--- config.mk ---
export PLATFORM = sky130hd
export DESIGN_NAME = if_stage
export DESIGN_NICKNAME = d
export VERILOG_FILES = /design/src/rtl/if_stage.sv
export SDC_FILE = /design/constraint.sdc
export NUM_CORES = 1
export LEC_CHECK = 0
export BUFFER_PORTS_ARGS = -buffer_cell sky130_fd_sc_hd__clkbuf_2
export CAP_MARGIN = 5
export CORE_MARGIN = 4
export CORE_UTILIZATION = 49
export CTS_BUF_LIST = sky130_fd_sc_hd__clkbuf_2
export CTS_CLUSTER_SIZE = 28
export DETAILED_ROUTE_END_ITERATION = 8
export HOLD_SLACK_MARGIN = 0.12
export PLACE_DENSITY = 0.78
export SYNTH_ARGS = -nofsm -noshare
export SYNTH_HDL_FRONTEND = slang
export SYNTH_SLANG_ARGS = --single-unit
--- constraint.sdc ---
create_clock -name clk_i -period 2 [get_ports clk_i]
set_input_delay 0.2 -clock clk_i [delete_from_list [all_inputs] [get_ports clk_i]]
set_output_delay 0.2 -clock clk_i [all_outputs]
set_load 0.03 [all_outputs]
--- src/rtl/if_stage.sv ---
// ============================================================================
// if_stage -- instruction fetch stage with a single IF/ID pipeline register
//
// Fetches instructions sequentially from an instruction memory and loads them
// into the IF/ID register. A decode stall that arrives while a fetch completes
// parks the returned word in a one-entry hold buffer. A branch redirect
// flushes the IF/ID register and the hold buffer.
//
// Parameters:
//   XLEN      PC / address width in bits (>= 8)
//   RESET_PC  PC after reset (bits [1:0] must be 0)
//   PC_STEP   sequential PC increment
//
// Ports:
//   clk_i        in   clock, rising edge
//   rst_i        in   asynchronous active-low reset
//   start_i      in   run enable, only looked at in IDLE
//   stall_i      in   decode stall, holds the IF/ID register
//   branch_i     in   one-cycle redirect request
//   target_i     in   redirect target PC
//   imem_req_o   out  instruction memory request (level)
//   imem_addr_o  out  fetch address
//   imem_ack_i   in   data valid for the address presented this cycle
//   imem_data_i  in   fetched instruction word
//   id_valid_o   out  IF/ID holds a valid instruction
//   id_pc_o      out  PC of the IF/ID instruction
//   id_pc4_o     out  id_pc_o + PC_STEP
//   id_instr_o   out  IF/ID instruction
//   fetch_cnt_o  out  number of instructions loaded into IF/ID
// ============================================================================
module if_stage #(
    parameter int               XLEN     = 32,
    parameter logic [XLEN-1:0]  RESET_PC = '0,
    parameter int               PC_STEP  = 4
) (
    input  logic            clk_i,
    input  logic            rst_i,
    input  logic            start_i,
    input  logic            stall_i,
    input  logic            branch_i,
    input  logic [XLEN-1:0] target_i,
    output logic            imem_req_o,
    output logic [XLEN-1:0] imem_addr_o,
    input  logic            imem_ack_i,
    input  logic [31:0]     imem_data_i,
    output logic            id_valid_o,
    output logic [XLEN-1:0] id_pc_o,
    output logic [XLEN-1:0] id_pc4_o,
    output logic [31:0]     id_instr_o,
    output logic [31:0]     fetch_cnt_o
);

    typedef enum logic [1:0] {
        IDLE  = 2'd0,
        FETCH = 2'd1,
        HOLD  = 2'd2
    } state_t;

    localparam logic [XLEN-1:0] STEP = XLEN'(PC_STEP);

    state_t          state_q, state_d;
    logic [XLEN-1:0] pc_q, pc_d;
    logic            id_valid_q, id_valid_d;
    logic [XLEN-1:0] id_pc_q, id_pc_d;
    logic [XLEN-1:0] id_pc4_q, id_pc4_d;
    logic [31:0]     id_instr_q, id_instr_d;
    logic [31:0]     fetch_cnt_q, fetch_cnt_d;
    logic [31:0]     hold_q, hold_d;
    logic            load_en;
    logic [31:0]     load_word;

    // Redirect targets are forced word-aligned, so the low bits are dropped.
    logic unused_target_lsbs;
    assign unused_target_lsbs = ^target_i[1:0];

    always_ff @(posedge clk_i or negedge rst_i) begin
        if (!rst_i) begin
            state_q     <= IDLE;
            pc_q        <= RESET_PC;
            id_valid_q  <= 1'b0;
            id_pc_q     <= '0;
            id_pc4_q    <= '0;
            id_instr_q  <= '0;
            fetch_cnt_q <= '0;
            hold_q      <= '0;
        end else begin
            state_q     <= state_d;
            pc_q        <= pc_d;
            id_valid_q  <= id_valid_d;
            id_pc_q     <= id_pc_d;
            id_pc4_q    <= id_pc4_d;
            id_instr_q  <= id_instr_d;
            fetch_cnt_q <= fetch_cnt_d;
            hold_q      <= hold_d;
        end
    end

    always_comb begin
        state_d     = state_q;
        pc_d        = pc_q;
        id_valid_d  = id_valid_q;
        id_pc_d     = id_pc_q;
        id_pc4_d    = id_pc4_q;
        id_instr_d  = id_instr_q;
        fetch_cnt_d = fetch_cnt_q;
        hold_d      = hold_q;
        load_en     = 1'b0;
        load_word   = imem_data_i;

        case (state_q)
            IDLE: begin
                if (start_i) begin
                    state_d = FETCH;
                end
                if (!stall_i) begin
                    id_valid_d = 1'b0;
                end
            end

            FETCH: begin
                if (branch_i) begin
                    // Redirect wins over a same-cycle ack; that word is dropped.
                    pc_d       = {target_i[XLEN-1:2], 2'b00};
                    id_valid_d = 1'b0;
                    hold_d     = '0;
                    state_d    = FETCH;
                end else if (imem_ack_i) begin
                    if (!id_valid_q || !stall_i) begin
                        load_en   = 1'b1;
                        load_word = imem_data_i;
                    end else begin
                        // IF/ID occupied and stalled: park the word.
                        hold_d  = imem_data_i;
                        state_d = HOLD;
                    end
                end else if (!stall_i) begin
                    id_valid_d = 1'b0;
                end
            end

            HOLD: begin
                if (branch_i) begin
                    pc_d       = {target_i[XLEN-1:2], 2'b00};
                    id_valid_d = 1'b0;
                    hold_d     = '0;
                    state_d    = FETCH;
                end else if (!stall_i) begin
                    load_en   = 1'b1;
                    load_word = hold_q;
                    state_d   = FETCH;
                end
            end

            default: begin
                state_d = IDLE;
            end
        endcase

        // PC of the loaded word is the current PC in both FETCH and HOLD,
        // since the PC only advances once the word reaches IF/ID.
        if (load_en) begin
            id_valid_d  = 1'b1;
            id_pc_d     = pc_q;
            id_pc4_d    = pc_q + STEP;
            id_instr_d  = load_word;
            pc_d        = pc_q + STEP;
            fetch_cnt_d = fetch_cnt_q + 32'd1;
        end
    end

    assign imem_req_o  = (state_q == FETCH);
    assign imem_addr_o = pc_q;
    assign id_valid_o  = id_valid_q;
    assign id_pc_o     = id_pc_q;
    assign id_pc4_o    = id_pc4_q;
    assign id_instr_o  = id_instr_q;
    assign fetch_cnt_o = fetch_cnt_q;

endmodule
==> flow_results.org, run 1 <==
** Layout
- Leaving out fill and tap cells, the most frequent cell in the layout is sky130_fd_sc_hd__clkbuf_2.
- The sequential cells in the finished layout cover a total of 4740 sq um.
- The post-route netlist has 34.2% of its cells at a drive strength greater than 1.
- Footprint of the multi-input gates :: 3910 sq um
- Final net count :: 1306
- After filler insertion, the fill cell instance count of the layout stands at 1206.
- Most frequent cells in the layout :: sky130_fd_sc_hd__clkbuf_2, sky130_fd_sc_hd__nand2_1, sky130_fd_sc_hd__dfrtp_1
- Final Core Density :: 71.7%
- From synthesis to final layout, the design area changed by 41.5%.

** Worst setup path
- The worst setup path is captured at a flip-flop.
- Of all nets on the critical path, the largest fanout is 6.
- Most frequent cell on the critical path :: sky130_fd_sc_hd__buf_6
- Critical Path, Cell by Cell :: inv_4, ha_4, nand2b_4, buf_6, a211oi_4, buf_6, buf_12, nand2_4, a21oi_2, nor2_1
- The worst setup path is of the flip-flop to flip-flop kind.
- In this run the critical register-to-register path is launched from state_q[0].
- Critical Path AT :: 2.69 ns
- STA classifies the critical path startpoint as a flip-flop.
- Data required time at the worst endpoint :: 2.63 ns
- In this design, the stage delay of the slowest critical-path cell is 0.48 ns.
- Largest delay contributor family on the critical path :: buffers and inverters
- Buffering stage count on the worst path with inverters included :: 4
- Tracing the worst setup path back leads to its startpoint at state_q[0].
- Worst path slowest cell :: sky130_fd_sc_hd__dfrtp_2

** Clock tree
- CTS Buffer Depth :: 2
- Post-CTS clock slew at the launch and capture registers of the worst setup and hold paths :: 0.31 ns
- The H-tree was split into 4 levels.
- TritonCTS built the clock tree.
- Root Driver :: sky130_fd_sc_hd__clkbuf_2
- Clock tree synthesis found a total of 189 sinks.
- Num CTS Buffers :: 17
- Clock latency on the worst-skew pair :: 0.74 ns

** Route
- For this run, the detailed router's first-pass iteration total came to 5.
- Average wire per standard cell :: 17.5 microns
- DR iter-0 viols :: 529
- Avg Vias per Cell :: 5.43
- Detail Route Antenna Nets :: 0
- For this block, the via count after detailed routing is 7948.
- The final layout contains routed wiring with a total length of 25.7 mm.
- After detailed routing, the number of remaining DRC violations is 0.

** GRT
- The number of global-route vias before repair is 7635.
- GR Overflow Total :: 0
- Pin count of the biggest net entering global routing :: 72
- In the global route stage, overall resource usage came out at 24.0%.
- Global-route wire length before repair :: 38.7 mm
- The initial antenna violation count is 2.

** Synthesis
- The synthesized design devotes to its leading area cell type 55.5% of total area.
- Summing the sequential cell areas from Yosys gives 55.5% of the chip area.
- Most common flop cell mapped by yosys :: sky130_fd_sc_hd__dfrtp_1
- Ranked by total cell area, the synthesized netlist is headed by sky130_fd_sc_hd__dfrtp_1, sky130_fd_sc_hd__nand2_1, sky130_fd_sc_hd__o21ai_0.
- Counting flops with a built-in enable in the synthesized netlist gives 0.
- In this run the cell area of the synthesized design comes to 8520 sq um.
- Synthesis produced a netlist whose cell count is 874.
- After synthesis, the netlist uses 48 different library cells.
- Asr flop ratio synth :: 100%
- Counting flops and latches in the post-synthesis netlist gives 189.
- Average footprint of a synthesized cell :: 9.75 sq um
- The Yosys step of the flow raised 0 warnings.
- Cell taking the most area after synthesis :: sky130_fd_sc_hd__dfrtp_1

** STA
- The worst path in the final design needs a cycle of 2.05 ns, including I/O delays and setup.
- Maximum achievable frequency :: 487 MHz
- After layout, the worst setup slack is -0.0547 ns.
- For the pin with the worst max-slew slack, the measured transition is 0.519 ns.
- Max Slew Vio Count :: 0
- Final worst-path cycle share :: 103%
- The number of failing hold endpoints at the final stage is 0.
- Number of endpoints failing setup at the final stage :: 13
- After routing, the total negative slack on setup checks comes to -0.321 ns.
- Measured against its own limit, the worst slew margin works out to 65.4%.
- The clock arrives with 0.0571 ns of skew.
- Setup repair after global routing missed its margin :: true

** Power and ir drop
- Summed over all cells, the static leakage comes to 0.00593 uW.
- Summed over all nets, the switching power comes to 8440 uW.
- Clock share of power :: 11.6%
- Cell internal power was estimated by the tool at 8950 uW.
- Across the VDD grid, the largest voltage drop is 1.09 mV.
- Switching portion of total power :: 48.5%
- Power spread over the standard cell area amounts to 1440 nW/um^2.
- In this run, flip-flops and latches consume 36.9% of the power.
- Logic pwr share :: 51.5%

** Die
- The floorplan step set the die width to 140 microns.
- The floorplan step defined a die boundary enclosing 19600 sq um.
- For this design the top-level I/O count stands at 232.
- Standard-cell row count :: 47
- Starting density of the core :: 50.7%
- Measured along the y axis, the die boundary spans 140 microns.
- The floorplan step defined a core boundary enclosing 16800 sq um.

** Run status
- Violations in the final reports :: setup timing
- Status :: finished with violations

** Min path
- In this run the worst hold path is classified as input pin to flip-flop.
- Beginning of the worst hold path :: imem_data_i[7]

** Placed design
- Estimated wirelength of the detail-placed design :: 16.1 mm
- Input and output buffers added on the ports amount to 223.
- GP Congestion :: 0.874
- Minimum setup slack after placement :: -0.149 ns

** Flow run
- Across the run, the number of max-cap violations was 0.
==> path summary, 6_finish.rpt <==
kind	slack, ns	endpoint	cells after the start
max in group asynchronous	0.82	id_pc_o[14]	4
worst max register to register	-0.05	imem_addr_o[13]	10
worst max-delay path	-0.05	imem_addr_o[13]	10
worst min-delay path	0.21	hold_q[7]	4
worst min register to register	0.50	fetch_cnt_o[31]	1
min in group asynchronous	0.50	hold_q[21]	3
==> cells in the mapped netlist (all sizes together) (2+ instances only) <==
master	instances
o31ai	2
a21oi	17
inv	4
and4	12
ha	7
a21o	4
xor2	24
nand2	254
and2	5
o22ai	13
nand4	14
nand2b	3
a221o	7
a22oi	5
nor3	6
a211oi	3
nor4	3
nor3b	4
nor2	21
buf	32
nand3	26
clkbuf	26
xnor2	34
and3	10
o21ai	102
dfrtp	189
mux2i	33
==> kinds of logic after synthesis <==
kind of cell,share of synthesized area (%)
simple gates,19.3
flops,55.5
compound gates,10.8
buf+inv,3.46
xor+xnor,5.96
mux,3.87
fa+ha+maj,1.03
other cells,0.0440
==> power groups by stage <==
stage | clock network, uW | registers (uW) | logic (uW)
final | 2010 | 6420 | 8950
after global routing | 2240 | 6630 | 9620
after CTS | 2070 | 6340 | 8270
after detailed placement | 0 | 6430 | 8050
after global placement | 0 | 6410 | 7850
after floorplan | 0 | 8750 | 2780
==> registers in the layout (all words and copies together) (netlist names) <==
| name | cells |
|---|---|
| fetch_cnt_o | 32 |
| hold_q | 32 |
| id_instr_o | 32 |
| id_pc4_o | 30 |
| id_pc_o | 30 |
| imem_addr_o | 30 |
| state_q | 2 |
| id_valid_o | 1 |
==> layer usage <==
metal / up-vias / global-route usage [%] / routed length, microns / part of all wire [%]
li1: 3684 / - / - / -
met1: 3884 / 32.6 / 10400 / 40
met2: 330 / 39.1 / 12900 / 50
met3: 50 / 4.43 / 1660 / 6.5
met4: 0 / 8.47 / 745 / 2.9
met5: - / 0 / 0 / 0
==> cell type report <==
| type | count | area share, % |
|---|---|---|
| antenna | 2 | 0.0415 |
| clock inverter | 15 | 1.47 |
| multi-input combinational | 629 | 32.4 |
| clock buffer | 17 | 0.705 |
| inverter | 4 | 0.145 |
| timing repair buffer | 388 | 23.6 |
| sequential | 189 | 39.3 |
| tap | 220 | 2.28 |
==> worst reg2reg max path: cells and delay by family (launching register included) <==
kind                       cells  cell delay (ns)
adders and majority gates      1             0.27
and+or+nand+nor                3             0.20
DFF                            1             0.48
buffers and inverters          4             0.56
AOI/OAI and AO/OA              2             0.46
==> per-stage QoR <==
step | power (uW) | hold slack [ns] | instance area [sq um] | cells
4_1_cts | 16700 | 0.122 | 11400 | 1437
2_1_floorplan | 11500 | -0.0956 | 8630 | 879
6_report | 17400 | 0.206 | 12100 | 1464
3_3_place_gp | 14300 | 0.219 | 10400 | 1328
3_5_place_dp | 14500 | 0.222 | 10400 | 1328
5_1_grt | 18500 | 0.126 | 12100 | 1464
==> what timing repair did <==
action,4_1_cts,5_1_grt
buffers inserted,4,13
gates resized for setup,13,96
pin swaps,1,35
cloned,0,5
setup endpoints to repair,57,100
endpoints found under the hold margin,295,7
hold buffers,73,7
(Power assumes the default switching activity.)
==> inputs of run 2 (changes only) <==
==> constraint.sdc (replaced) <==
create_clock -name clk_i -period 1.7 [get_ports clk_i]
set_input_delay 0.17 -clock clk_i [delete_from_list [all_inputs] [get_ports clk_i]]
set_output_delay 0.17 -clock clk_i [all_outputs]
set_load 0.03 [all_outputs]
==> run 2 against run 1 <==
Compared with the run above: the flow still finishes with violations (setup timing); core utilization up 11 points; non-clock buffer count grew 110; flip-flop and latch count did not move; clock-buffer cell count grew 5; cell count increased by 7.4%; clock skew down 0.00097 ns; sequential power grew 18%; worst setup slack got worse by 0.26 ns; register-to-register slack worse by 0.26 ns; via count up 12%; first-iteration DRC count is 14% higher; hold slack got worse by 0.055 ns; critical endpoint is now fetch_cnt_o[23]; largest power group unchanged.
==> flow_results.org, run 2 (same netlist as run 1, synthesis figures left out) <==
** Route
- The via-per-instance ratio came to 5.66 (was 5.43).
- The number of design rule violations left after detail routing was 0 (unchanged).
- Detail Route Antenna Nets :: 0 (unchanged)
- Routed wire length :: 31.2 mm (was 25.7 mm)
- The average wire per standard cell was 19.9 microns (was 17.5 microns).
- The count of TritonRoute iterations in the first routing pass is 5 (unchanged).
- The number of vias in the routed layout was 8897 (was 7948).
- DR iter-0 viols :: 602 (was 529)

** STA
- Minimum period implied by the final worst setup slack :: 2.01 ns (was 2.05 ns)
- Worst-Margin Slew :: 1.14 ns (was 0.519 ns)
- Worst-case headroom to the max-slew limit :: 23.7% (was 65.4%)
- Worst clock skew on the final layout :: 0.0561 ns (was 0.0571 ns)
- The number of failing hold endpoints at the final stage is 0 (unchanged).
- Number of endpoints failing setup at the final stage :: 161 (was 13)
- The maximum clock rate came to 497 MHz (was 487 MHz).
- Post-layout worst setup margin :: -0.310 ns (was -0.0547 ns)
- Setup repair after global routing missed its margin :: true (unchanged)
- Final worst-path cycle share :: 118% (was 103%)
- The number of max-slew violations in the final report came to 0 (unchanged).

** Die
- The horizontal die dimension was 140 microns (unchanged).
- Area of the core :: 16800 sq um (unchanged)
- Standard-cell row count :: 47 (unchanged)
- The number of top-level pins came to 232 (unchanged).
- The die span in y was 140 microns (unchanged).
- The initial core utilization was 50.7% (unchanged).
- Die area :: 19600 sq um (unchanged)

** Worst setup path
- Critical Path Sink :: fetch_cnt_o[23] (was imem_addr_o[13])
- Depth of the worst register-to-register path :: 9 (was 10)
- The kind of start point of the critical path was a flip-flop (unchanged).
- Sort of element at the end of the critical path :: flip-flop (unchanged)
- Critical Path, Cell by Cell :: inv_2, ha_4, nand2b_4, a211o_4, buf_6, nor4_4, buf_6, nand3_1, xnor2_1 (was inv_4, ha_4, nand2b_4, buf_6, a211oi_4, buf_6, buf_12, nand2_4, a21oi_2, nor2_1)
- The biggest cell delay along the critical path is 0.47 ns (was 0.48 ns).
- The slack of the worst reg-to-reg path is -0.31 ns (was -0.05 ns).
- Crit Path Max Fanout :: 7 (was 6)
- The slowest cell on the critical path is sky130_fd_sc_hd__dfrtp_2 (unchanged).
- Most frequent cell on the critical path :: sky130_fd_sc_hd__buf_6 (unchanged)
- The critical path arrival came to 2.71 ns (was 2.69 ns).
- The worst setup path startpoint is state_q[0] (unchanged).
- R2r startpoint :: state_q[0] (unchanged)
- The endpoint of the lowest-slack register-to-register path is fetch_cnt_o[23] (was imem_addr_o[13]).
- The required time of the critical path was 2.40 ns (was 2.63 ns).
- The critical path class is flip-flop to flip-flop (unchanged).

** Power and ir drop
- The cell area power density is 1680 nW/um^2 (was 1440 nW/um^2).
- Reported leakage power :: 0.00673 uW (was 0.00593 uW)
- Maximum resistive drop on vdd :: 1.15 mV (was 1.09 mV)

** GRT
- Initial antenna violation count :: 0 (was 2)
- The total overflow reported by the global router is 0 (unchanged).
- All-layer global routing usage :: 29.1% (was 24.0%)
- Via count of the first global-routing pass :: 9003 (was 7635)
- The pin count of the biggest net entering global routing is 60 (was 72).
- Global-route wire length before repair :: 46.0 mm (was 38.7 mm)

** Layout
- The number of nets in the layout was 1415 (was 1306).
- The number of fill cells came to 849 (was 1206).
- The register area is 4750 sq um (was 4740 sq um).
- The commonest non-fill, non-tap cell in the layout is sky130_fd_sc_hd__nand2_1 (was sky130_fd_sc_hd__clkbuf_2).
- Fraction of layout cells with a size suffix above 1 :: 42.1% (was 34.2%)
- Footprint of the multi-input gates :: 4140 sq um (was 3910 sq um)
- Most frequent cells in the layout: sky130_fd_sc_hd__nand2_1, sky130_fd_sc_hd__clkbuf_2, sky130_fd_sc_hd__dfrtp_1 (was sky130_fd_sc_hd__clkbuf_2, sky130_fd_sc_hd__nand2_1, sky130_fd_sc_hd__dfrtp_1).
- The post-route non-filler standard cell count came to 1572 (was 1464).
- Area growth, synth to finish :: 62.4% (was 41.5%)

** Clock tree
- CTS Buffer Depth :: 2 (unchanged)
- The clock root buffer master is sky130_fd_sc_hd__clkbuf_2 (unchanged).
- The CTS tree is done (unchanged).
- Clock latency on the worst-skew pair :: 0.80 ns (was 0.74 ns)
- The maximum level of the CTS H-tree came to 4 (unchanged).
- Post-CTS clock slew at the launch and capture registers of the worst setup and hold paths :: 0.28 ns (was 0.31 ns)
- Number of sinks driven by the clock tree :: 189 (unchanged)
- The number of buffers created by CTS was 17 (unchanged).

** Run status
- Status: finished with violations (unchanged).
- Violations in the final reports :: setup timing (unchanged)

** Min path
- The type of the tightest min-delay check was input pin to flip-flop (unchanged).

** Placed design
- The weighted congestion reported at the end of routability-driven placement was 0.824 (was 0.874).
- The number of instances in the placed design was 1372 (was 1328).
- The half-perimeter wire length of the detailed placement result came to 16.7 mm (was 16.1 mm).
- Number of I/O port buffers :: 223 (unchanged)
- Minimum setup slack after placement :: -0.315 ns (was -0.149 ns)

** Flow run
- The number of maximum-capacitance constraint violations was 0 (unchanged).
## run 2: through the flow
stage	total power, uW	hold slack [ns]	setup TNS, ns	instance area [sq um]	utilization (%)
after floorplan	13700	-0.126	-33.29	8760	-
after global placement	17100	0.0529	-20.91	10700	63.8
after detailed placement	17400	0.0543	-25.93	10700	63.8
after CTS	21800	0.122	-21.21	13100	77.8
after global routing	24400	0.139	-34.34	13800	82.3
final	23300	0.151	-21.32	13800	82.3
## run 2: report_power, final
part / switching, uW / total [uW] / internal, uW
Combinational: 7930 / 13400 / 5490
Clock: 1590 / 2290 / 699
Sequential: 1300 / 7590 / 6290
Total: 10800 / 23300 / 12500
## run 2: worst max-delay path: cells and delay by family (launching register included)
kind                     cells  cell delay [ns]
buffers and inverters        3             0.44
AND/OR/NAND/NOR              3             0.30
flip-flops                   1             0.47
adder cells (fa/ha/maj)      1             0.17
AO/OA/AOI/OAI                1             0.40
XOR/XNOR                     1             0.18
## run 2: how the worst min path moves through the flow
stage                     from              end  slack, ns  depth (start not counted)
2_1_floorplan            rst_i   fetch_cnt_o[0]      -0.13                          0
3_3_place_gp             rst_i      id_pc_o[17]       0.05                          1
3_5_place_dp             rst_i      id_pc_o[17]       0.05                          1
4_1_cts        imem_data_i[30]       hold_q[30]       0.12                          4
5_1_grt           target_i[17]  imem_addr_o[17]       0.14                          4
6_report          target_i[17]  imem_addr_o[17]       0.15                          4
## run 2: per-layer routing
metal	up-vias	share of wire [%]	global-route usage (%)
li1	3883	-	-
met1	4368	36	35.3
met2	485	51	49.9
met3	161	7.0	6.24
met4	0	5.6	13.4
met5	-	0	0
## run 2: timing repair
action | 4_1_cts | 5_1_grt
setup endpoints to repair | 204 | 271
resized for setup | 208 | 170
hold buffers | 84 | 8
endpoints found under the hold margin | 294 | 8
pin swaps | 10 | 39
buffers inserted | 54 | 21
gates cloned | 5 | 2
## run 2: final cells by class
cell class / count / share of cell area (%)
Tap cell: 220 / 1.99
Clock buffer: 22 / 0.795
Clock inverter: 10 / 0.841
Sequential cell: 189 / 34.3
Timing Repair Buffer: 498 / 32.0
Inverter: 4 / 0.108
Multi-Input combinational cell: 628 / 29.9
Antenna cell: 1 / 0.0181
==> inputs of run 3 (changes only) <==
--- a/config.mk
+++ b/config.mk
@@ -8,12 +8,11 @@
 export BUFFER_PORTS_ARGS = -buffer_cell sky130_fd_sc_hd__clkbuf_2
 export CAP_MARGIN = 5
 export CORE_MARGIN = 4
-export CORE_UTILIZATION = 49
-export CTS_BUF_LIST = sky130_fd_sc_hd__clkbuf_2
+export CORE_UTILIZATION = 48
 export CTS_CLUSTER_SIZE = 28
 export DETAILED_ROUTE_END_ITERATION = 8
 export HOLD_SLACK_MARGIN = 0.12
-export PLACE_DENSITY = 0.78
+export PLACE_DENSITY = 0.77
 export SYNTH_ARGS = -nofsm -noshare
 export SYNTH_HDL_FRONTEND = slang
 export SYNTH_SLANG_ARGS = --single-unit
==> run 3 against run 2 <==
Compared with the run above: non-clock buffer count is 74 lower; total power rose by 0.36%; first-iteration DRC count fell by 15%; sequential power down 1%; combinational power is 15% lower; worst setup slack got worse by 0.0026 ns; critical path depth decreased by 1; sequential share of layout area increased by 1.9 points; clock skew shrank 0.048 ns; largest power group unchanged; clock-buffer cell count is 2 lower; the run still ends with setup timing left; largest cell class unchanged; global-route usage down 3.1 points; fmax is 0.13% lower.
==> flow_results.org, run 3 (same netlist as run 1, synthesis figures left out) <==
** STA
- Final worst-path cycle share :: 118% (about the same)
- Setup repair after global routing missed its margin :: true (unchanged)
- The number of failing hold endpoints at the final stage is 0 (unchanged).
- The number of max-slew violations in the final report is 0 (unchanged).
- The maximum clock rate was 497 MHz (about the same).
- The setup-violating endpoint count in the final report came to 185 (was 161).
- Worst clock skew on the final layout :: 0.00836 ns (was 0.0561 ns)
- Minimum period implied by the final worst setup slack :: 2.01 ns (about the same)
- Post-Route Hold Slack :: 0.154 ns (was 0.151 ns)
- Setup TNS :: -23.21 ns (was -21.32 ns)
- The minimum setup slack in the final design is -0.313 ns (was -0.310 ns).

** Min path
- Min-delay worst type :: input pin to flip-flop (unchanged)

** Clock tree
- The CTS tree is done (unchanged).
- CTS Buffer Depth :: 2 (unchanged)
- The number of buffers created by CTS came to 17 (unchanged).
- Post-CTS clock slew at the launch and capture registers of the worst setup and hold paths :: 0.07 ns (was 0.28 ns)
- Number of sinks driven by the clock tree :: 189 (unchanged)
- The clock network latency to the later pin of the worst-skew pair was 0.43 ns (was 0.80 ns).
- The maximum level of the CTS H-tree was 4 (unchanged).
- Root Driver :: sky130_fd_sc_hd__clkbuf_16 (was sky130_fd_sc_hd__clkbuf_2)

** Placed design
- GP Congestion :: 0.825 (was 0.824)
- Estimated wirelength of the detail-placed design :: 16.8 mm (was 16.7 mm)
- The number of port buffers is 223 (unchanged).
- The number of instances in the placed design was 1378 (was 1372).
- Area of placed instances :: 10700 sq um (about the same)

** Die
- Die Ht :: 141 microns (was 140 microns)
- The number of top-level pins came to 232 (unchanged).
- The count of standard-cell rows came to 48 (was 47).
- Width of the die :: 141 microns (was 140 microns)
- The initial core utilization came to 49.1% (was 50.7%).
- Area of the core :: 17400 sq um (was 16800 sq um)
- Die area :: 20000 sq um (was 19600 sq um)

** Route
- Routed wire length :: 27.6 mm (was 31.2 mm)
- The routed length on met3 was 2.01 mm (was 2.20 mm).
- The top metal layer carrying routed signals is met4 (unchanged).
- DRC errors left :: 0 (unchanged)
- DRT Pass-1 Iters :: 5 (unchanged)
- Detail Route Antenna Nets :: 0 (unchanged)
- The number of DRC violations after detailed-routing iteration 0 was 510 (was 602).
- Total number of vias :: 8223 (was 8897)
- Met1 Routed Length :: 10.8 mm (was 11.3 mm)
- Met2 Routed Length :: 14.2 mm (was 16.0 mm)
- The via-per-instance ratio came to 5.47 (was 5.66).
- Average wire per standard cell :: 18.4 microns (was 19.9 microns)

** GRT
- The pin count of the biggest net entering global routing is 54 (was 60).
- All-layer global routing usage :: 26.0% (was 29.1%)
- Via count of the first global-routing pass :: 8320 (was 9003)
- GR Overflow Total :: 0 (unchanged)
- The first-pass GRT wire length came to 41.8 mm (was 46.0 mm).
- Initial antenna violation count :: 0 (unchanged)

** Worst setup path
- Category of the most critical setup path :: flip-flop to flip-flop (unchanged)
- Sort of element at the end of the critical path :: flip-flop (unchanged)
- Register-to-register setup slack :: -0.31 ns (about the same)
- The critical path arrival was 2.31 ns (was 2.71 ns).
- Crit Path Max Fanout :: 7 (unchanged)
- Type of origin of the critical path :: flip-flop (unchanged)
- Data required time at the worst endpoint :: 1.99 ns (was 2.40 ns)

** Layout
- The share of cells above drive strength 1 came to 39.7% (was 42.1%).
- Most frequent cells in the layout :: sky130_fd_sc_hd__clkbuf_2, sky130_fd_sc_hd__nand2_1, sky130_fd_sc_hd__dfrtp_1 (was sky130_fd_sc_hd__nand2_1, sky130_fd_sc_hd__clkbuf_2, sky130_fd_sc_hd__dfrtp_1)
- Final instance area :: 13100 sq um (was 13800 sq um)
- Area growth, synth to finish :: 53.2% (was 62.4%)
- The number of nets in the layout is 1342 (was 1415).
- The post-route non-filler standard cell count came to 1503 (was 1572).
- Number of inserted diodes :: 0 (was 1)
- The commonest non-fill, non-tap cell in the layout is sky130_fd_sc_hd__clkbuf_2 (was sky130_fd_sc_hd__nand2_1).

** Run status
- Violations in the final reports :: setup timing (unchanged)
- Status :: finished with violations (unchanged)

** Flow run
- The number of maximum-capacitance constraint violations is 0 (unchanged).

** Power and ir drop
- PD cells :: 1790 nW/um^2 (was 1680 nW/um^2)
- Overall power consumption :: 23400 uW (was 23300 uW)
- Maximum resistive drop on vdd :: 1.19 mV (was 1.15 mV)
- Reported leakage power :: 0.00646 uW (was 0.00673 uW)
run 3: changes by cell type in the layout (fill, tap and decap cells not counted), sizes merged:
cell,delta
a211o,+1
buf,-70
bufbuf,-1
bufinv,+3
clkbuf,+24
clkinvlp,-3
diode,-1
dlygate4sd3,-29
inv,+2
run 3: worst paths after layout:
| check | from | end | depth (start not counted) |
|---|---|---|---|
| min in group asynchronous | rst_i | id_pc_o[18] | 2 |
| worst max register to register | state_q[0] | imem_addr_o[7] | 8 |
| worst min register to register | id_pc_o[11] | id_pc_o[11] | 2 |
| max in group asynchronous | rst_i | imem_addr_o[2] | 3 |
| worst min-delay path | start_i | state_q[0] | 4 |
| worst max-delay path | state_q[0] | imem_addr_o[7] | 8 |
run 3: where the power goes:
group / leakage (uW) / internal [uW] / switching (uW)
Sequential: 0.00240 / 6310 / 1190
Clock: 0.000322 / 2710 / 1760
Combinational: 0.00373 / 4090 / 7330
Total: 0.00646 / 13100 / 10300
run 3: cell type report:
class	instances	area (sq um)
Multi-Input combinational cell	629	4110
Clock buffer	20	457
Clock inverter	12	206
Timing Repair Buffer	424	3250
Tap cell	225	282
Fill cell	1060	4300
Inverter	4	17.5
Sequential cell	189	4740
run 3: critical path, stage by stage (launching register included):
cell and delay (ns):
sky130_fd_sc_hd__dfrtp_2 0.41, sky130_fd_sc_hd__inv_4 0.06, sky130_fd_sc_hd__ha_4 0.28, sky130_fd_sc_hd__nand2b_4 0.07
sky130_fd_sc_hd__a211o_4 0.35, sky130_fd_sc_hd__nand2_2 0.19, sky130_fd_sc_hd__buf_4 0.15, sky130_fd_sc_hd__a21oi_1 0.07
sky130_fd_sc_hd__a311oi_1 0.30
run 3: timing repair:
item / CTS / global route
pin swaps: 30 / 27
resized for setup: 81 / 106
gates cloned: 3 / 7
hold endpoints to repair: 283 / 0
buffers inserted: 11 / 10
endpoints found under the setup margin: 154 / 189
hold buffers: 63 / 0
run 3: per-layer routing:
layer | GRT usage [%] | vias to the layer above
li1 | - | 3738
met1 | 32.1 | 4061
met2 | 45.3 | 370
met3 | 5.86 | 54
met4 | 8.21 | 0
met5 | 0 | -
run 3: per-stage QoR:
stage | util [%] | worst slack [ns]
global route | 75.2 | -0.358
finish | 75.2 | -0.313
CTS | 71.7 | -0.250
detailed placement | 61.8 | -0.346
floorplan | - | -0.277
global placement | 61.8 | -0.296
